[config.mk]
export PLATFORM = sky130hd
export DESIGN_NAME = cell_stream_scheduler_flat
export DESIGN_NICKNAME = d
export VERILOG_FILES = /design/src/rtl/cell_stream_scheduler_pkg.sv /design/src/rtl/cell_stream_scheduler_if.sv /design/src/rtl/cell_stream_scheduler_fifo.sv /design/src/rtl/cell_stream_scheduler.sv /design/src/flat_wrapper.sv
export SDC_FILE = /design/constraint.sdc
export NUM_CORES = 1
export LEC_CHECK = 0
export BUFFER_PORTS_ARGS = -buffer_cell sky130_fd_sc_hd__buf_4
export CAP_MARGIN = 20
export CELL_PAD_IN_SITES_DETAIL_PLACEMENT = 0
export CELL_PAD_IN_SITES_GLOBAL_PLACEMENT = 1
export CORE_MARGIN = 2
export CORE_UTILIZATION = 40
export DETAILED_ROUTE_END_ITERATION = 16
export GPL_ROUTABILITY_DRIVEN = 0
export GPL_TIMING_DRIVEN = 0
export PLACE_DENSITY = 0.86
export SKIP_CTS_REPAIR_TIMING = 1
export SLEW_MARGIN = 20
export SYNTH_ARGS = -nofsm -noshare
export SYNTH_HDL_FRONTEND = slang
export SYNTH_SLANG_ARGS = --single-unit
[constraint.sdc]
create_clock -name clk -period 32.7 [get_ports clk]
set_clock_uncertainty 0.1 [all_clocks]
set_input_delay 9.81 -clock clk [delete_from_list [all_inputs] [get_ports clk]]
set_output_delay 9.81 -clock clk [all_outputs]
set_load 0.05 [all_outputs]
[src/rtl/cell_stream_scheduler_pkg.sv]
// ---------------------------------------------------------------------------
// cell_stream_scheduler_pkg : scheduler state type and default widths
// Rev 1.0
// ---------------------------------------------------------------------------
`default_nettype none

package cell_stream_scheduler_pkg;

    // Defaults track the CellProcessor cell depth (3x3 x 8 b) and pixel widths
    localparam int CELL_W_DEF     = 72;
    localparam int PIX_W_DEF      = 8;
    localparam int OP_W_DEF       = 4;
    localparam int USER_W_DEF     = 8;
    localparam int CORE_LAT_DEF   = 4;
    localparam int FIFO_DEPTH_DEF = 8;
    localparam int CNT_W_DEF      = 20;

    typedef enum logic [1:0] {
        ST_IDLE  = 2'd0,
        ST_RUN   = 2'd1,
        ST_DRAIN = 2'd2,
        ST_DONE  = 2'd3
    } sched_state_t;

endpackage

`default_nettype wire

[src/rtl/cell_stream_scheduler_if.sv]
// ---------------------------------------------------------------------------
// cell_stream_scheduler_if : source, core and sink streams of the scheduler
// Rev 1.0
// ---------------------------------------------------------------------------
`default_nettype none

interface cell_stream_scheduler_if
    import cell_stream_scheduler_pkg::*;
#(
    parameter int CELL_W = CELL_W_DEF,
    parameter int PIX_W  = PIX_W_DEF,
    parameter int OP_W   = OP_W_DEF,
    parameter int USER_W = USER_W_DEF
) ();

    logic              in_valid;
    logic              in_ready;
    logic [CELL_W-1:0] in_cellA;
    logic [CELL_W-1:0] in_cellB;

    logic [CELL_W-1:0] core_cellA;
    logic [CELL_W-1:0] core_cellB;
    logic [OP_W-1:0]   core_opcode;
    logic [USER_W-1:0] core_user;
    logic [PIX_W-1:0]  core_pixel;

    logic              out_valid;
    logic              out_ready;
    logic [PIX_W-1:0]  out_pixel;
    logic              out_last;

    modport master (
        input  in_valid, in_cellA, in_cellB, core_pixel, out_ready,
        output in_ready, core_cellA, core_cellB, core_opcode, core_user,
               out_valid, out_pixel, out_last
    );

    modport slave (
        output in_valid, in_cellA, in_cellB, core_pixel, out_ready,
        input  in_ready, core_cellA, core_cellB, core_opcode, core_user,
               out_valid, out_pixel, out_last
    );

endinterface

`default_nettype wire

[src/rtl/cell_stream_scheduler_fifo.sv]
// ---------------------------------------------------------------------------
// cell_result_fifo : show-ahead synchronous FIFO, simultaneous push/pop
// Rev 1.0
// ---------------------------------------------------------------------------
`default_nettype none

module cell_result_fifo #(
    parameter int WIDTH = 8,
    parameter int DEPTH = 8
) (
    input  logic                     clk,
    input  logic                     rst,
    input  logic                     push,
    input  logic [WIDTH-1:0]         push_data,
    input  logic                     pop,
    output logic                     head_valid,
    output logic [WIDTH-1:0]         head_data,
    output logic [$clog2(DEPTH):0]   count
);

    localparam int AW = $clog2(DEPTH);
    localparam logic [AW:0] FULL_CNT = (AW+1)'(DEPTH);

    logic [WIDTH-1:0] mem_q [DEPTH];
    logic [AW-1:0]    wr_ptr_q;
    logic [AW-1:0]    rd_ptr_q;
    logic [AW:0]      count_q;
    logic             do_push;
    logic             do_pop;

    // No bypass: a pushed word becomes visible at the head one clock later
    assign do_pop  = pop && (count_q != '0);
    assign do_push = push && ((count_q != FULL_CNT) || do_pop);

    always_ff @(posedge clk or posedge rst) begin
        if (rst) begin
            wr_ptr_q <= '0;
            rd_ptr_q <= '0;
            count_q  <= '0;
            for (int i = 0; i < DEPTH; i++) begin
                mem_q[i] <= '0;
            end
        end else begin
            if (do_push) begin
                mem_q[wr_ptr_q] <= push_data;
                wr_ptr_q        <= wr_ptr_q + AW'(1);
            end
            if (do_pop) begin
                rd_ptr_q <= rd_ptr_q + AW'(1);
            end
            unique case ({do_push, do_pop})
                2'b10:   count_q <= count_q + (AW+1)'(1);
                2'b01:   count_q <= count_q - (AW+1)'(1);
                default: count_q <= count_q;
            endcase
        end
    end

    assign head_valid = (count_q != '0);
    assign head_data  = mem_q[rd_ptr_q];
    assign count      = count_q;

endmodule

`default_nettype wire

[src/rtl/cell_stream_scheduler.sv]
// ---------------------------------------------------------------------------
// cell_stream_scheduler : pipelined, credit-checked cell issuer for the
// CellProcessor core. CELL_SCHED_STATS_EN adds stall statistic counters.
// Rev 1.0
// ---------------------------------------------------------------------------
`default_nettype none

module cell_stream_scheduler
    import cell_stream_scheduler_pkg::*;
#(
    parameter int CELL_W     = CELL_W_DEF,
    parameter int PIX_W      = PIX_W_DEF,
    parameter int OP_W       = OP_W_DEF,
    parameter int USER_W     = USER_W_DEF,
    parameter int CORE_LAT   = CORE_LAT_DEF,
    parameter int FIFO_DEPTH = FIFO_DEPTH_DEF,
    parameter int CNT_W      = CNT_W_DEF
) (
    input  logic                   clk,
    input  logic                   rst,
    input  logic                   start,
    input  logic [CNT_W-1:0]       frame_len,
    input  logic [OP_W-1:0]        cfg_opcode,
    input  logic [USER_W-1:0]      cfg_user,
    cell_stream_scheduler_if.master bus,
    output logic                   busy,
    output logic                   done
`ifdef CELL_SCHED_STATS_EN
    ,
    output logic [31:0]            stat_in_stall,
    output logic [31:0]            stat_out_stall
`endif
);

    localparam int CW   = $clog2(FIFO_DEPTH) + 1;
    localparam int IF_W = $clog2(CORE_LAT + FIFO_DEPTH + 2);

    sched_state_t      state_q, state_d;
    logic [CNT_W-1:0]  frame_len_q;
    logic [CNT_W-1:0]  issued_q;
    logic [CNT_W-1:0]  popped_q;
    logic [OP_W-1:0]   opcode_q;
    logic [USER_W-1:0] user_q;
    logic [CELL_W-1:0] cellA_q;
    logic [CELL_W-1:0] cellB_q;
    logic [CORE_LAT-1:0] vpipe_q;
    logic              cap_valid_q;
    logic [PIX_W-1:0]  cap_pixel_q;

    logic [CW-1:0]     fifo_count;
    logic              fifo_valid;
    logic [PIX_W-1:0]  fifo_data;
    logic [IF_W-1:0]   inflight;
    logic              start_acc;
    logic              in_ready;
    logic              issue;
    logic              pop;
    logic              last_pix;
    logic              drain_done;

    assign start_acc = start && ((state_q == ST_IDLE) || (state_q == ST_DONE));

    // Everything issued but not yet popped: core pipe, capture stage, FIFO
    always_comb begin
        inflight = IF_W'(cap_valid_q) + IF_W'(fifo_count);
        for (int i = 0; i < CORE_LAT; i++) begin
            inflight = inflight + IF_W'(vpipe_q[i]);
        end
    end

    assign in_ready   = (state_q == ST_RUN) && (issued_q < frame_len_q) &&
                        (inflight < IF_W'(FIFO_DEPTH));
    assign issue      = bus.in_valid && in_ready;
    assign pop        = fifo_valid && bus.out_ready;
    assign last_pix   = fifo_valid && (popped_q == frame_len_q - CNT_W'(1));
    assign drain_done = pop && last_pix && (vpipe_q == '0) && !cap_valid_q &&
                        (fifo_count == CW'(1));

    always_comb begin
        state_d = state_q;
        unique case (state_q)
            ST_IDLE, ST_DONE: begin
                if (start) begin
                    state_d = (frame_len == '0) ? ST_DONE : ST_RUN;
                end
            end
            ST_RUN: begin
                if (issued_q == frame_len_q) begin
                    state_d = ST_DRAIN;
                end
            end
            ST_DRAIN: begin
                if (drain_done) begin
                    state_d = ST_DONE;
                end
            end
            default: state_d = ST_IDLE;
        endcase
    end

    always_ff @(posedge clk or posedge rst) begin
        if (rst) begin
            state_q     <= ST_IDLE;
            frame_len_q <= '0;
            opcode_q    <= '0;
            user_q      <= '0;
            issued_q    <= '0;
            popped_q    <= '0;
        end else begin
            state_q <= state_d;
            if (start_acc) begin
                frame_len_q <= frame_len;
                opcode_q    <= cfg_opcode;
                user_q      <= cfg_user;
                issued_q    <= '0;
                popped_q    <= '0;
            end else begin
                if (issue) begin
                    issued_q <= issued_q + CNT_W'(1);
                end
                if (pop) begin
                    popped_q <= popped_q + CNT_W'(1);
                end
            end
        end
    end

    // The core is fed from registers; the valid pipe mirrors its latency and
    // one extra capture stage registers core_pixel before the FIFO write.
    always_ff @(posedge clk or posedge rst) begin
        if (rst) begin
            cellA_q     <= '0;
            cellB_q     <= '0;
            vpipe_q     <= '0;
            cap_valid_q <= 1'b0;
            cap_pixel_q <= '0;
        end else begin
            if (issue) begin
                cellA_q <= bus.in_cellA;
                cellB_q <= bus.in_cellB;
            end
            vpipe_q[0] <= issue;
            for (int i = 1; i < CORE_LAT; i++) begin
                vpipe_q[i] <= vpipe_q[i-1];
            end
            cap_valid_q <= vpipe_q[CORE_LAT-1];
            if (vpipe_q[CORE_LAT-1]) begin
                cap_pixel_q <= bus.core_pixel;
            end
        end
    end

    cell_result_fifo #(
        .WIDTH (PIX_W),
        .DEPTH (FIFO_DEPTH)
    ) u_fifo (
        .clk        (clk),
        .rst        (rst),
        .push       (cap_valid_q),
        .push_data  (cap_pixel_q),
        .pop        (pop),
        .head_valid (fifo_valid),
        .head_data  (fifo_data),
        .count      (fifo_count)
    );

    assign bus.in_ready    = in_ready;
    assign bus.core_cellA  = cellA_q;
    assign bus.core_cellB  = cellB_q;
    assign bus.core_opcode = opcode_q;
    assign bus.core_user   = user_q;
    assign bus.out_valid   = fifo_valid;
    assign bus.out_pixel   = fifo_data;
    assign bus.out_last    = last_pix;

    assign busy = (state_q == ST_RUN) || (state_q == ST_DRAIN);
    assign done = (state_q == ST_DONE);

`ifdef CELL_SCHED_STATS_EN
    logic [31:0] stat_in_q;
    logic [31:0] stat_out_q;

    always_ff @(posedge clk or posedge rst) begin
        if (rst) begin
            stat_in_q  <= '0;
            stat_out_q <= '0;
        end else if (start_acc) begin
            stat_in_q  <= '0;
            stat_out_q <= '0;
        end else begin
            if ((state_q == ST_RUN) && bus.in_valid && !in_ready && (stat_in_q != '1)) begin
                stat_in_q <= stat_in_q + 32'd1;
            end
            if (fifo_valid && !bus.out_ready && (stat_out_q != '1)) begin
                stat_out_q <= stat_out_q + 32'd1;
            end
        end
    end

    assign stat_in_stall  = stat_in_q;
    assign stat_out_stall = stat_out_q;
`endif

endmodule

`default_nettype wire

[src/flat_wrapper.sv]
// flat-port wrapper written by rule: the top's interface ports become plain ports
module cell_stream_scheduler_flat import cell_stream_scheduler_pkg::*;
#(
    parameter int CELL_W     = CELL_W_DEF,
    parameter int PIX_W      = PIX_W_DEF,
    parameter int OP_W       = OP_W_DEF,
    parameter int USER_W     = USER_W_DEF,
    parameter int CORE_LAT   = CORE_LAT_DEF,
    parameter int FIFO_DEPTH = FIFO_DEPTH_DEF,
    parameter int CNT_W      = CNT_W_DEF
)
  (clk, rst, start, frame_len, cfg_opcode, cfg_user, busy, done, bus_in_valid, bus_in_cellA, bus_in_cellB, bus_core_pixel, bus_out_ready, bus_in_ready, bus_core_cellA, bus_core_cellB, bus_core_opcode, bus_core_user, bus_out_valid, bus_out_pixel, bus_out_last);
  cell_stream_scheduler_if #(.CELL_W(CELL_W), .PIX_W(PIX_W), .OP_W(OP_W), .USER_W(USER_W)) bus_i ();
  input  logic clk;
  input  logic rst;
  input  logic start;
  input  logic [CNT_W-1:0] frame_len;
  input  logic [OP_W-1:0] cfg_opcode;
  input  logic [USER_W-1:0] cfg_user;
  output logic busy;
  output logic done;
  input wire logic [$bits(bus_i.in_valid)-1:0] bus_in_valid;
  input wire logic [$bits(bus_i.in_cellA)-1:0] bus_in_cellA;
  input wire logic [$bits(bus_i.in_cellB)-1:0] bus_in_cellB;
  input wire logic [$bits(bus_i.core_pixel)-1:0] bus_core_pixel;
  input wire logic [$bits(bus_i.out_ready)-1:0] bus_out_ready;
  output wire logic [$bits(bus_i.in_ready)-1:0] bus_in_ready;
  output wire logic [$bits(bus_i.core_cellA)-1:0] bus_core_cellA;
  output wire logic [$bits(bus_i.core_cellB)-1:0] bus_core_cellB;
  output wire logic [$bits(bus_i.core_opcode)-1:0] bus_core_opcode;
  output wire logic [$bits(bus_i.core_user)-1:0] bus_core_user;
  output wire logic [$bits(bus_i.out_valid)-1:0] bus_out_valid;
  output wire logic [$bits(bus_i.out_pixel)-1:0] bus_out_pixel;
  output wire logic [$bits(bus_i.out_last)-1:0] bus_out_last;
  assign bus_i.in_valid = bus_in_valid;
  assign bus_i.in_cellA = bus_in_cellA;
  assign bus_i.in_cellB = bus_in_cellB;
  assign bus_i.core_pixel = bus_core_pixel;
  assign bus_i.out_ready = bus_out_ready;
  assign bus_in_ready = bus_i.in_ready;
  assign bus_core_cellA = bus_i.core_cellA;
  assign bus_core_cellB = bus_i.core_cellB;
  assign bus_core_opcode = bus_i.core_opcode;
  assign bus_core_user = bus_i.core_user;
  assign bus_out_valid = bus_i.out_valid;
  assign bus_out_pixel = bus_i.out_pixel;
  assign bus_out_last = bus_i.out_last;
  cell_stream_scheduler #(.CELL_W(CELL_W), .PIX_W(PIX_W), .OP_W(OP_W), .USER_W(USER_W), .CORE_LAT(CORE_LAT), .FIFO_DEPTH(FIFO_DEPTH), .CNT_W(CNT_W)) u_core (.clk(clk), .rst(rst), .start(start), .frame_len(frame_len), .cfg_opcode(cfg_opcode), .cfg_user(cfg_user), .bus(bus_i), .busy(busy), .done(done));
endmodule
; After elaboration in Yosys (flattened, before gate mapping)
; Cells that the tools add are included.
[totals]
register_bits = 305
in_bits = 189
output_inout_bits = 169
[classes]
addsub = 12
magnitude_cmp = 5
eq_ne = 12
n_mux = 16
bitwise = 2
reduce_logical = 26
[op_table]
columns = cell, n
row1 = 2-to-1 mux 20 bit, 4
row2 = bitwise mux 64 bit, 1
row3 = adder 20 x 1 -> 20 bit (second input constant), 2
row4 = equality test 20 bit, 2
row5 = binary-select mux 8 bit (select 3 bit), 1
row6 = demux 8 bit (select 3 bit), 1
row7 = 2-to-1 mux 8 bit, 3
row8 = logical NOT 20 bit, 1
row9 = less-than comparator 20 bit, 1
row10 = subtractor 20 x 1 -> 20 bit (second input constant), 1
row11 = adder 4 x 1 -> 4 bit, 4
row12 = logical AND 1 bit, 13
row13 = greater-or-equal comparator 4 bit (second input constant), 2
row14 = 2-to-1 mux 2 bit, 4
row15 = inverter 3 -> 4 bit, 2
row16 = one-hot mux 4 bit (2 select lines), 1
row17 = adder 3 x 1 -> 3 bit (second input constant), 2
row18 = equality test 2 bit (second input constant), 3
row19 = one-hot mux 2 bit (3 select lines), 1
row20 = nonzero test 2 bit, 3
row21 = adder 1 x 4 -> 4 bit, 1
row22 = adder 4 x 1 -> 4 bit (second input constant), 1
row23 = equality test 2 x 1 -> 1 bit (second input constant), 2
row24 = equality test 4 x 1 -> 1 bit (second input constant), 1
row25 = 13 further kinds, 16

; Depth between registers and ports, before layout
[depth]
ltp_word = 10
ltp_mapped = 12

; By module
; A second synthesis with hierarchy kept.
[unflattened]
cells_unflattened = 1149
area_unflattened_um2 = 14362.5
[by_module_without_submodules]
columns = mod, n_inst, cells_per_inst, area_each_um2
row1 = cell_stream_scheduler, 1, 916, 10716.5
row2 = cell_result_fifo, 1, 233, 3646.0

; Worst setup path before layout
; OpenSTA, ideal clock, no wires.
[synth_timing]
kind = register -> output
start = reg u_core.frame_len_q[0]
end = out bus_out_last
arrival_time_ns = 3.740
slack_ns = 19.050
path_stages_with_launch = 10
path_cell_list = dfrtp_1 -> inv_1 -> ha_1 -> or4b_1 -> buf_6 -> o22ai_2 -> nand4_1 -> a2111oi_4 -> nand4_2 -> nor4b_1
[synth_between]
elab_chain_cells = 3
[synth_lines]
columns = element, line
row1 = start: declaration, cell_stream_scheduler.sv:39  ; logic [CNT_W-1:0] frame_len_q;
row2 = start signal: assignment, cell_stream_scheduler.sv:112  ; frame_len_q <= frame_len;
row3 = subtractor 20 x 1 -> 20 bit, cell_stream_scheduler.sv:75  ; assign last_pix = fifo_valid && (popped_q == frame_len_q - CNT_W'(1));
row4 = equality test 20 bit, cell_stream_scheduler.sv:75
row5 = logical AND 1 bit, cell_stream_scheduler.sv:75
row6 = end: declaration, flat_wrapper.sv:34  ; output wire logic [$bits(bus_i.out_last)-1:0] bus_out_last;
; No other way between the ends.

; Worst setup path after layout
[layout_timing]
start = reg u_core.frame_len_q[13]
end = out bus_in_ready
[layout_between]
elab_chain_cells = 3
[layout_lines]
columns = element, line
row1 = less-than comparator 20 bit, cell_stream_scheduler.sv:71  ; assign in_ready = (state_q == ST_RUN) && (issued_q < frame_len_q) &&
row2 = logical AND 1 bit (2 in a row), cell_stream_scheduler.sv:71
row3 = end: declaration, flat_wrapper.sv:27  ; output wire logic [$bits(bus_i.in_ready)-1:0] bus_in_ready;
; No other way between the ends.

==> flow_metrics.py <==
metrics = {
    "critical_path": {
        "r2r_setup_slack_ns": 28.10,
        "startpoint_type": "flop",
        "crit_path_cell_trace": "clkbuf_1 -> inv_1 -> ha_1 -> a21o_1 -> a21o_1 -> a21oi_1 -> o211a_1 -> a211oi_1 -> clkbuf_1 -> clkbuf_1 -> nor2_1 -> buf_4",
        "regToRegStartpoint": "u_core.u_fifo.count[0]$_DFFE_PP0P_",
        "crit_type": "reg -> out",
        "cp_max_fo": 10,
        "crit_cells": 12,
        "reg2reg_to": "u_core.bus.core_cellA[25]$_DFFE_PP0P_",
        "cp_slowest_cell": "clkbuf_1",
        "end_kind": "primary output",
        "cp.arrival_ns": 3.74,
        "path_common_cell": "clkbuf_1",
        "path_delay_family": "buffers and inverters",
        "crit_required_ns": 22.79,
        "worst-r2r-cell-count": 11,
        "cpPeakStageDelay_ns": 0.45,
        "critical_path_buf_inv_count": 5,
    },
    "route": {
        "drc": 0,
        "drt-vias-per-instance": 5.14,
        "wl_mm": 39.8,
        "avgRoutedWirePerCell_um": 20.1,
        "vias": 10200,
        "ant_nets": 0,
        "drt_iter0_markers": 474,
        "firstDrtPassIters": 5,
    },
    "timing": {
        "post-route-min-period_ns": 13.65,
        "rsz0062_at_grt": "no",
        "hold_violations": 0,
        "maxSlewHeadroom_pct": 35.7,
        "tns_ns": 0,
        "timing.hold.ws_ns": 0.326,
        "min_period_over_period_pct": 41.7,
        "fmax_mhz": 73.3,
        "worstMarginPinSlew_ns": 0.961,
        "final-max-slew-violation-count": 0,
        "setup_violations": 0,
    },
    "flow_run": {
        "drv_cap": 0,
    },
    "layout": {
        "drive_above_1_share_pct": 43.6,
        "final_cell_mix": "358 x buf_4, 305 x dfrtp_1, 202 x mux2_2",
        "syn_to_final_growth_pct": 32.4,
        "fin_nets": 1721,
        "layout_commonest_cell": "buf_4",
        "fin_util_pct": 53.7,
    },
    "grt": {
        "top_usage_layer": "met2",
        "gr-usage-met3_pct": 6.09,
        "grt_usage_pct": 21.8,
        "grt_remaining_overflow": 0,
        "grt_start_max_net_pins": 97,
        "antenna_found_initial": 5,
        "grt.met2_usage_pct": 36.5,
        "grt_pass1_vias": 10800,
        "grt_pass1_wl_mm": 61.4,
        "use_met1_pct": 27.3,
    },
    "run_status": {
        "outcome": "complete, no violations",
    },
    "power": {
        "internal_power_mw": 1.14,
        "p_per_area_nw_per_um2": 109,
        "peakVddDrop_mv": 0.0963,
        "leakage_nw": 8.57,
        "p_sw_mw": 0.885,
        "seqPwrFrac_pct": 31.0,
        "clkPwrFrac_pct": 19.5,
        "power_frac_comb_pct": 49.6,
        "swShare_pct": 43.8,
    },
    "synthesis": {
        "ys_async_sr_fraction_pct": 100,
        "synth_edf_count": 0,
        "avgSynthCellArea_um2": 12.8,
        "yosysTopAreaCellShare_pct": 54.6,
        "synth_seq_area_share_pct": 54.6,
        "synth_area_um2": 14000,
        "ys_seq_elements": 305,
        "synth-main-ff-cell": "dfrtp_1",
        "synth_nets": 1322,
        "synth.distinct_cells": 70,
        "syn_inst": 1095,
        "synth.largest_area_cell": "dfrtp_1",
        "yosys-top-cells-area": "dfrtp_1 55%, mux2_2 16%, ha_1 3.2%, mux4_2 2.6%, nand2_1 2.5%",
        "yosysWarnings": 0,
    },
    "min_path": {
        "hp-class": "reg -> reg",
        "min_path_cells": 0,
        "holdPathEnd": "u_core.vpipe_q[2]$_DFF_PP0_",
        "min-delay-start": "u_core.vpipe_q[1]$_DFF_PP0_",
    },
    "clock_network": {
        "clock_latency_ns": 0.53,
        "cts_buffers": 36,
        "cts_tree": "built",
        "h-tree-depth": 2,
        "clockBufferDepth": 3,
        "clockRootBuffer": "clkbuf_16",
        "clock-sinks": 305,
        "clk_pin_slew_ns": 0.06,
    },
    "floorplanning": {
        "initial_utilization_pct": 40.5,
        "io_pins": 358,
        "die_y_um": 191,
        "die_x_um": 191,
        "rows": 68,
        "die-area_um2": 36400,
        "core_area_um2": 34500,
    },
    "placed_design": {
        "dp_hpwl_mm": 29.7,
        "io_buffers": 357,
    },
}
-- power by group through the flow --
stage | combinational, mW | sequential, mW | clock, mW
final | 1.00 | 0.626 | 0.393
after global routing | 1.05 | 0.645 | 0.417
after CTS | 1.01 | 0.625 | 0.401
after detailed placement | 1.01 | 0.627 | 0
after global placement | 0.992 | 0.620 | 0
after floorplan | 0.393 | 0.928 | 0
-- cell families (layout without fill, tap and decap cells) --
logic type      Yosys count  after routing  share of synthesized area [%]
flops                   305            305                           54.6
simple gates            256            256                           9.84
mux                     246            246                           21.1
compound gates          107            107                           5.11
buf+inv                  92            518                           2.59
xor+xnor                 51             51                           3.20
fa+ha+maj                38             38                           3.51
other cells               0              5                              0
-- flip-flops by register name, summed over array words and instances, names as in the netlist --
| signal | count |
|---|---|
| u_core.cap_valid_q | 1 |
| u_core.issued_q | 20 |
| u_core.u_fifo.wr_ptr_q | 3 |
| u_core.bus.core_cellB | 72 |
| u_core.bus.core_opcode | 4 |
| u_core.popped_q | 20 |
| u_core.u_fifo.mem_q | 64 |
| u_core.vpipe_q | 4 |
| u_core.bus.core_user | 8 |
| u_core.cap_pixel_q | 8 |
| u_core.frame_len_q | 20 |
| u_core.bus.core_cellA | 72 |
| u_core.state_q | 2 |
| u_core.u_fifo.count | 4 |
| u_core.u_fifo.rd_ptr_q | 3 |
-- worst reg2reg max path, delay by kind of cell (launching register included) --
| kind | cells | cell delay, ns |
|---|---|---|
| fa+ha+maj | 3 | 1.16 |
| simple gates | 1 | 0.78 |
| buf+inv | 2 | 0.73 |
| compound gates | 3 | 0.63 |
| flops | 1 | 0.48 |
| mux | 1 | 0.37 |
| xor+xnor | 1 | 0.23 |
-- Yosys cell counts, types with 8 or more instances --
master / n
dfrtp_1: 305
mux2_2: 202
nand2_1: 92
clkbuf_1: 44
ha_1: 36
inv_1: 34
nor2_1: 32
o21ai_0: 31
xnor2_1: 29
a21oi_1: 28
mux2_1: 22
xor2_1: 22
nand3_1: 19
nand4_1: 17
mux4_2: 16
or4_1: 15
o31ai_1: 14
nor4_1: 13
and3_1: 11
nand2b_1: 10
and4_1: 8
-- stage by stage --
stage / setup slack [ns] / instances / power [mW] / instance area, µm²
2_1_floorplan: 14.36 / 1095 / 1.32 / 14000
3_3_place_gp: 10.95 / 1907 / 1.61 / 17200
3_5_place_dp: 19.61 / 1911 / 1.63 / 17300
4_1_cts: 19.05 / 1976 / 2.04 / 18500
5_1_grt: 18.85 / 1981 / 2.11 / 18500
6_report: 19.05 / 1981 / 2.02 / 18500
-- layer usage --
metal / share of wire, % / vias up
met5: 0 / -
met2: 50 / 266
met1: 41 / 5121
li1: - / 4733
met3: 6.7 / 59
met4: 2.7 / 0
-- how the worst max path moves through the flow --
stage                                            start                                     to
floorplan                                          rst   u_core.bus.core_cellA[0]$_DFFE_PP0P_
global placement                                   rst  u_core.bus.core_cellA[56]$_DFFE_PP0P_
detailed placement   u_core.frame_len_q[0]$_DFFE_PP0P_                           bus_out_last
CTS                  u_core.frame_len_q[0]$_DFFE_PP0P_                           bus_out_last
global route        u_core.frame_len_q[13]$_DFFE_PP0P_                           bus_in_ready
finish              u_core.frame_len_q[13]$_DFFE_PP0P_                           bus_in_ready
-- final cells by class --
class                   count  area (µm²)
clock buffers              51        1020
diodes                      5        12.5
inverters                  36         143
multi-input cells         698        5980
repair buffers            361        2770
fillers                  2959       16000
flip-flops and latches    305        7630
well taps                 455         569
clock inverters            14         144
plain buffers              56         226
No activity file was read; power rests on OpenSTA's default activity.
